--- config.mk ---
export PLATFORM = sky130hd
export DESIGN_NAME = sync_gray_ptr
export DESIGN_NICKNAME = d
export VERILOG_FILES = /design/src/rtl/sync_gray_ptr.sv
export SDC_FILE = /design/constraint.sdc
export NUM_CORES = 1
export LEC_CHECK = 0
export CORE_MARGIN = 2
export CORE_UTILIZATION = 47
export DETAILED_ROUTE_END_ITERATION = 12
export GPL_TIMING_DRIVEN = 0
export PLACE_DENSITY = 0.79
export SLEW_MARGIN = 10
export SYNTH_ARGS = -nofsm -noshare
export SYNTH_HDL_FRONTEND = slang
export SYNTH_SLANG_ARGS = --single-unit
export TNS_END_PERCENT = 100
--- constraint.sdc ---
create_clock -name sync_clk -period 2.98 [get_ports sync_clk]
set_input_delay 0.894 -clock sync_clk [delete_from_list [all_inputs] [get_ports sync_clk]]
set_output_delay 0.894 -clock sync_clk [all_outputs]
set_load 0.05 [all_outputs]
--- src/rtl/sync_gray_ptr.sv ---
`default_nettype none
// ============================================================================
//  Module   : sync_gray_ptr
//  Purpose  : Multi-stage synchroniser for an async-FIFO Gray-coded pointer,
//             with registered Gray-to-binary conversion, per-cycle advance
//             delta, update strobe and a sticky multi-bit-change detector.
//  Ports    : sync_clk     - destination-domain clock
//             sync_rst     - asynchronous active-high reset
//             ptr          - Gray pointer from the source domain (registered
//                            at the source)
//             err_clr      - synchronous clear of sticky ptr_err
//             sync_ptr     - synchronised Gray pointer (last stage)
//             sync_ptr_bin - registered binary equivalent of sync_ptr
//             ptr_delta    - binary advance since previous cycle (modulo)
//             ptr_upd      - one-cycle strobe: sync_ptr_bin changed
//             ptr_err      - sticky: successive Gray samples differed in >1 bit
//  Revision : 1.0 - initial release
// ============================================================================
module sync_gray_ptr #(
  parameter int ASIZE  = 4,
  parameter int STAGES = 2,
  parameter int CHK_EN = 1
) (
  input  logic             sync_clk,
  input  logic             sync_rst,
  input  logic [ASIZE:0]   ptr,
  input  logic             err_clr,
  output logic [ASIZE:0]   sync_ptr,
  output logic [ASIZE:0]   sync_ptr_bin,
  output logic [ASIZE:0]   ptr_delta,
  output logic             ptr_upd,
  output logic             ptr_err
);

  localparam int PW = ASIZE + 1;

  generate
    if (STAGES < 2 || STAGES > 4) begin : g_bad_stages
      $error("sync_gray_ptr: STAGES must be in the range 2..4");
    end
  endgenerate

  // --------------------------------------------------------------------------
  // Synchroniser chain: ptr goes straight into stage 0 with no logic in front.
  // --------------------------------------------------------------------------
  logic [PW-1:0] stage_q [STAGES];
  logic [PW-1:0] stage_d [STAGES];

  always_comb begin
    stage_d[0] = ptr;
    for (int k = 1; k < STAGES; k++) begin
      stage_d[k] = stage_q[k-1];
    end
  end

  always_ff @(posedge sync_clk or posedge sync_rst) begin
    if (sync_rst) begin
      for (int k = 0; k < STAGES; k++) begin
        stage_q[k] <= '0;
      end
    end else begin
      for (int k = 0; k < STAGES; k++) begin
        stage_q[k] <= stage_d[k];
      end
    end
  end

  assign sync_ptr = stage_q[STAGES-1];

  // --------------------------------------------------------------------------
  // Binary conversion, delta and update strobe.
  // bin[i] is the XOR of all Gray bits at or above i.
  // --------------------------------------------------------------------------
  logic [PW-1:0] bin_nxt;
  logic [PW-1:0] bin_d,   bin_q;
  logic [PW-1:0] delta_d, delta_q;
  logic          upd_d,   upd_q;

  always_comb begin
    bin_nxt = '0;
    for (int i = 0; i < PW; i++) begin
      bin_nxt[i] = ^(sync_ptr >> i);
    end
    bin_d   = bin_nxt;
    // Modulo subtraction makes the wrap (max -> 0) report a forward step.
    delta_d = bin_nxt - bin_q;
    upd_d   = (bin_nxt != bin_q);
  end

  always_ff @(posedge sync_clk or posedge sync_rst) begin
    if (sync_rst) begin
      bin_q   <= '0;
      delta_q <= '0;
      upd_q   <= 1'b0;
    end else begin
      bin_q   <= bin_d;
      delta_q <= delta_d;
      upd_q   <= upd_d;
    end
  end

  assign sync_ptr_bin = bin_q;
  assign ptr_delta    = delta_q;
  assign ptr_upd      = upd_q;

  // --------------------------------------------------------------------------
  // Multi-bit-change detector.
  // A valid flag travels alongside the sync chain so the jump from the reset
  // value to the first real sample is never compared; only sample-to-sample
  // transitions of real data can raise ptr_err.
  // --------------------------------------------------------------------------
  generate
    if (CHK_EN != 0) begin : g_chk
      logic [STAGES-1:0] vld_d, vld_q;
      logic [PW-1:0]     prev_g_d, prev_g_q;
      logic              prev_vld_d, prev_vld_q;
      logic              err_d, err_q;
      logic [PW-1:0]     diff;
      logic              multi;

      always_comb begin
        vld_d      = {vld_q[STAGES-2:0], 1'b1};
        prev_g_d   = sync_ptr;
        prev_vld_d = vld_q[STAGES-1];
        diff       = sync_ptr ^ prev_g_q;
        // Clearing the lowest set bit leaves a non-zero value only when at
        // least two bits differ.
        multi      = prev_vld_q && ((diff & (diff - PW'(1))) != '0);
        // A fresh error outranks a simultaneous clear.
        err_d      = multi | (err_q & ~err_clr);
      end

      always_ff @(posedge sync_clk or posedge sync_rst) begin
        if (sync_rst) begin
          vld_q      <= '0;
          prev_g_q   <= '0;
          prev_vld_q <= 1'b0;
          err_q      <= 1'b0;
        end else begin
          vld_q      <= vld_d;
          prev_g_q   <= prev_g_d;
          prev_vld_q <= prev_vld_d;
          err_q      <= err_d;
        end
      end

      assign ptr_err = err_q;
    end else begin : g_no_chk
      assign ptr_err = 1'b0;
    end
  endgenerate

endmodule
`default_nettype wire

==> results.ini <==
[status]
status = finished clean

[layout]
finalCoreUtilization = 0.647
syn_to_final_growth_pct = 32.6
drive_above_1_share = 0.127
layout_common_cells = 29 x dfrtp_1, 24 x clkdlybuf4s50_1, 10 x inv_1
final_common_cell = dfrtp_1
antenna_cells = 0
finalInstanceArea_um2 = 1400
num-nets-final = 114
layout.cells.non_filler = 130

[die]
initial_core_util = 0.488
io_pins = 25
die-area_um2 = 2650
die_y_um = 51.5
rows = 17
core_area_um2 = 2170
die_w_um = 51.5

[global_routing]
grt_max_degree = 30
grt_pass1_vias = 638
antenna_found_initial = 0
grt_overflow_total = 0
grt_pass1_wl_um = 2510
grt_usage = 0.139

[drt]
vias = 584
firstDrtPassIters = 3
drt_wl_total_um = 1420
final_antenna_net_count = 0
via_per_inst = 4.49
drt_iter0_drc = 4
wl_per_cell_um = 10.9
drc = 0

[synth]
syn_nets = 83
ys_seq_elements = 29
netlist_area_um2 = 1060
syn_inst = 70
synthDistinctLibCells = 17
synth_area_per_cell_um2 = 15.1
ys_seq_area_frac = 0.686
yosysWarnings = 0

[sta]
slew_violations = 0
fin_crit_ps = 2580
setup_viol = 0
rsz0062_at_grt = false
fmax_mhz = 388
worst_pin_slew_ps = 1000
hold_viol_final = 0
fin_skew_ps = 5.98
max_slew_margin = 0.330
worst_slack_ps = 400
fin_tns_setup_ps = 0
fin_crit_sh = 0.866

[clock_tree]
clk_pin_slew_ps = 80
post-cts-setup-buffers = 0
cts_resized = 0
cts_root_buf = clkbuf_4
htreeDepth = 2
cts.path.max_buffers = 2
clock-sinks = 29
clock_latency_ps = 320
cts_tree = built
cts_hold_buf = 0
cts_buffers = 5

[critical_path]
reg2reg_depth = 10
reg2reg_to = ptr_delta[4]
worst_setup_path_end_kind = output port
ff2ff_setup_slack_ps = 590
worstSetupEndpoint = sync_ptr[4]
crit_type = flop to output port
worstSetupStartpoint = sync_ptr[4]
worst_setup_path_start_kind = flop
crit_arrival_ps = 1690
critPathMaxFanout = 4
rr_startpoint = sync_ptr[4]
cp.required_ps = 2090

[placed_design]
placed_cells = 122
dp_hpwl_um = 1140
pre_cts_slack_ps = 563
port_buffers = 24
gp_congestion = 0.702
dpl_cell_area_um2 = 1330

[job]
maxCapViolations = 0

[hold_path]
hp-class = flop to flop

[power]
p_leak_nw = 0.642
p_per_area_nw_per_um2 = 828
vdd_drop_max_v = 0.000564

-- per-stage QoR --
step	hold WS (ps)	power, mW
after CTS	352	1.18
after global placement	333	0.906
final	352	1.16
after floorplan	331	0.782
after detailed placement	336	0.922
after global routing	361	1.24
-- registers in the layout, summed over array words and instances, names as in the netlist --
name	cells
g_chk.vld_q	2
g_chk.prev_g_q	4
stage_d	5
ptr_delta	5
ptr_err	1
ptr_upd	1
sync_ptr_bin	5
sync_ptr	5
g_chk.prev_vld_q	1
-- kinds of logic (layout without fill, tap and decap cells) --
| family | Yosys count | after routing | synth area share |
|---|---|---|---|
| adder cells (fa/ha/maj) | 6 | 6 | 0.0757 |
| AND/OR/NAND/NOR | 3 | 3 | 0.0154 |
| other | 1 | 1 | 0.00354 |
| AO/OA/AOI/OAI | 6 | 6 | 0.0414 |
| XOR/XNOR | 13 | 13 | 0.129 |
| flip-flops | 29 | 29 | 0.686 |
| buffers and inverters | 12 | 44 | 0.0496 |
-- critical path: stages (launching register included) --
cell	delay, ps
dfrtp_1	450
buf_4	140
clkdlybuf4s50_1	780
-- area by class of cell --
cell class	count	area, um2
fillers	185	766
flip-flops and latches	29	726
multi-input cells	29	280
repair buffers	24	240
clock buffers	7	65.1
inverters	10	37.5
well taps	28	35.0
plain buffers	2	15.0
clock inverters	1	5.00
-- Yosys cell counts (all sizes together) --
| library cell | number | area, um2 |
|---|---|---|
| o2111ai | 1 | 8.76 |
| buf | 2 | 15.0 |
| and3 | 1 | 6.26 |
| xor2 | 3 | 41.3 |
| inv | 10 | 37.5 |
| fa | 1 | 20.0 |
| nand3 | 2 | 10.0 |
| dfrtp | 29 | 726 |
| a21oi | 2 | 10.0 |
| ha | 4 | 50.1 |
| xnor2 | 10 | 95.1 |
| a32o | 1 | 10.0 |
| maj3 | 1 | 10.0 |
| a21o | 2 | 15.0 |
| conb | 1 | 3.75 |
-- power breakdown --
part	internal, mW	total, mW	switching (mW)
clock	0.136	0.257	0.121
sequential	0.451	0.477	0.0254
combinational	0.157	0.429	0.272
-- routing by layer --
metal,vias to the layer above,share of wire,track usage
li1,279,-,-
met1,279,0.36,0.137
met2,23,0.56,0.246
met3,3,0.061,0.0526
met4,0,0.016,0.0789
met5,-,0,0
-- worst min-delay path by stage --
stage	from	to	slack [ps]	cells past startpoint
global route	stage_d[4]	sync_ptr[4]	360	0
detailed placement	stage_d[4]	sync_ptr[4]	340	0
finish	stage_d[4]	sync_ptr[4]	350	0
global placement	stage_d[0]	sync_ptr[0]	330	0
floorplan	g_chk.vld_q[1]	g_chk.prev_vld_q	330	0
CTS	stage_d[0]	sync_ptr[0]	350	0
Power figures use the tool's default switching activity.
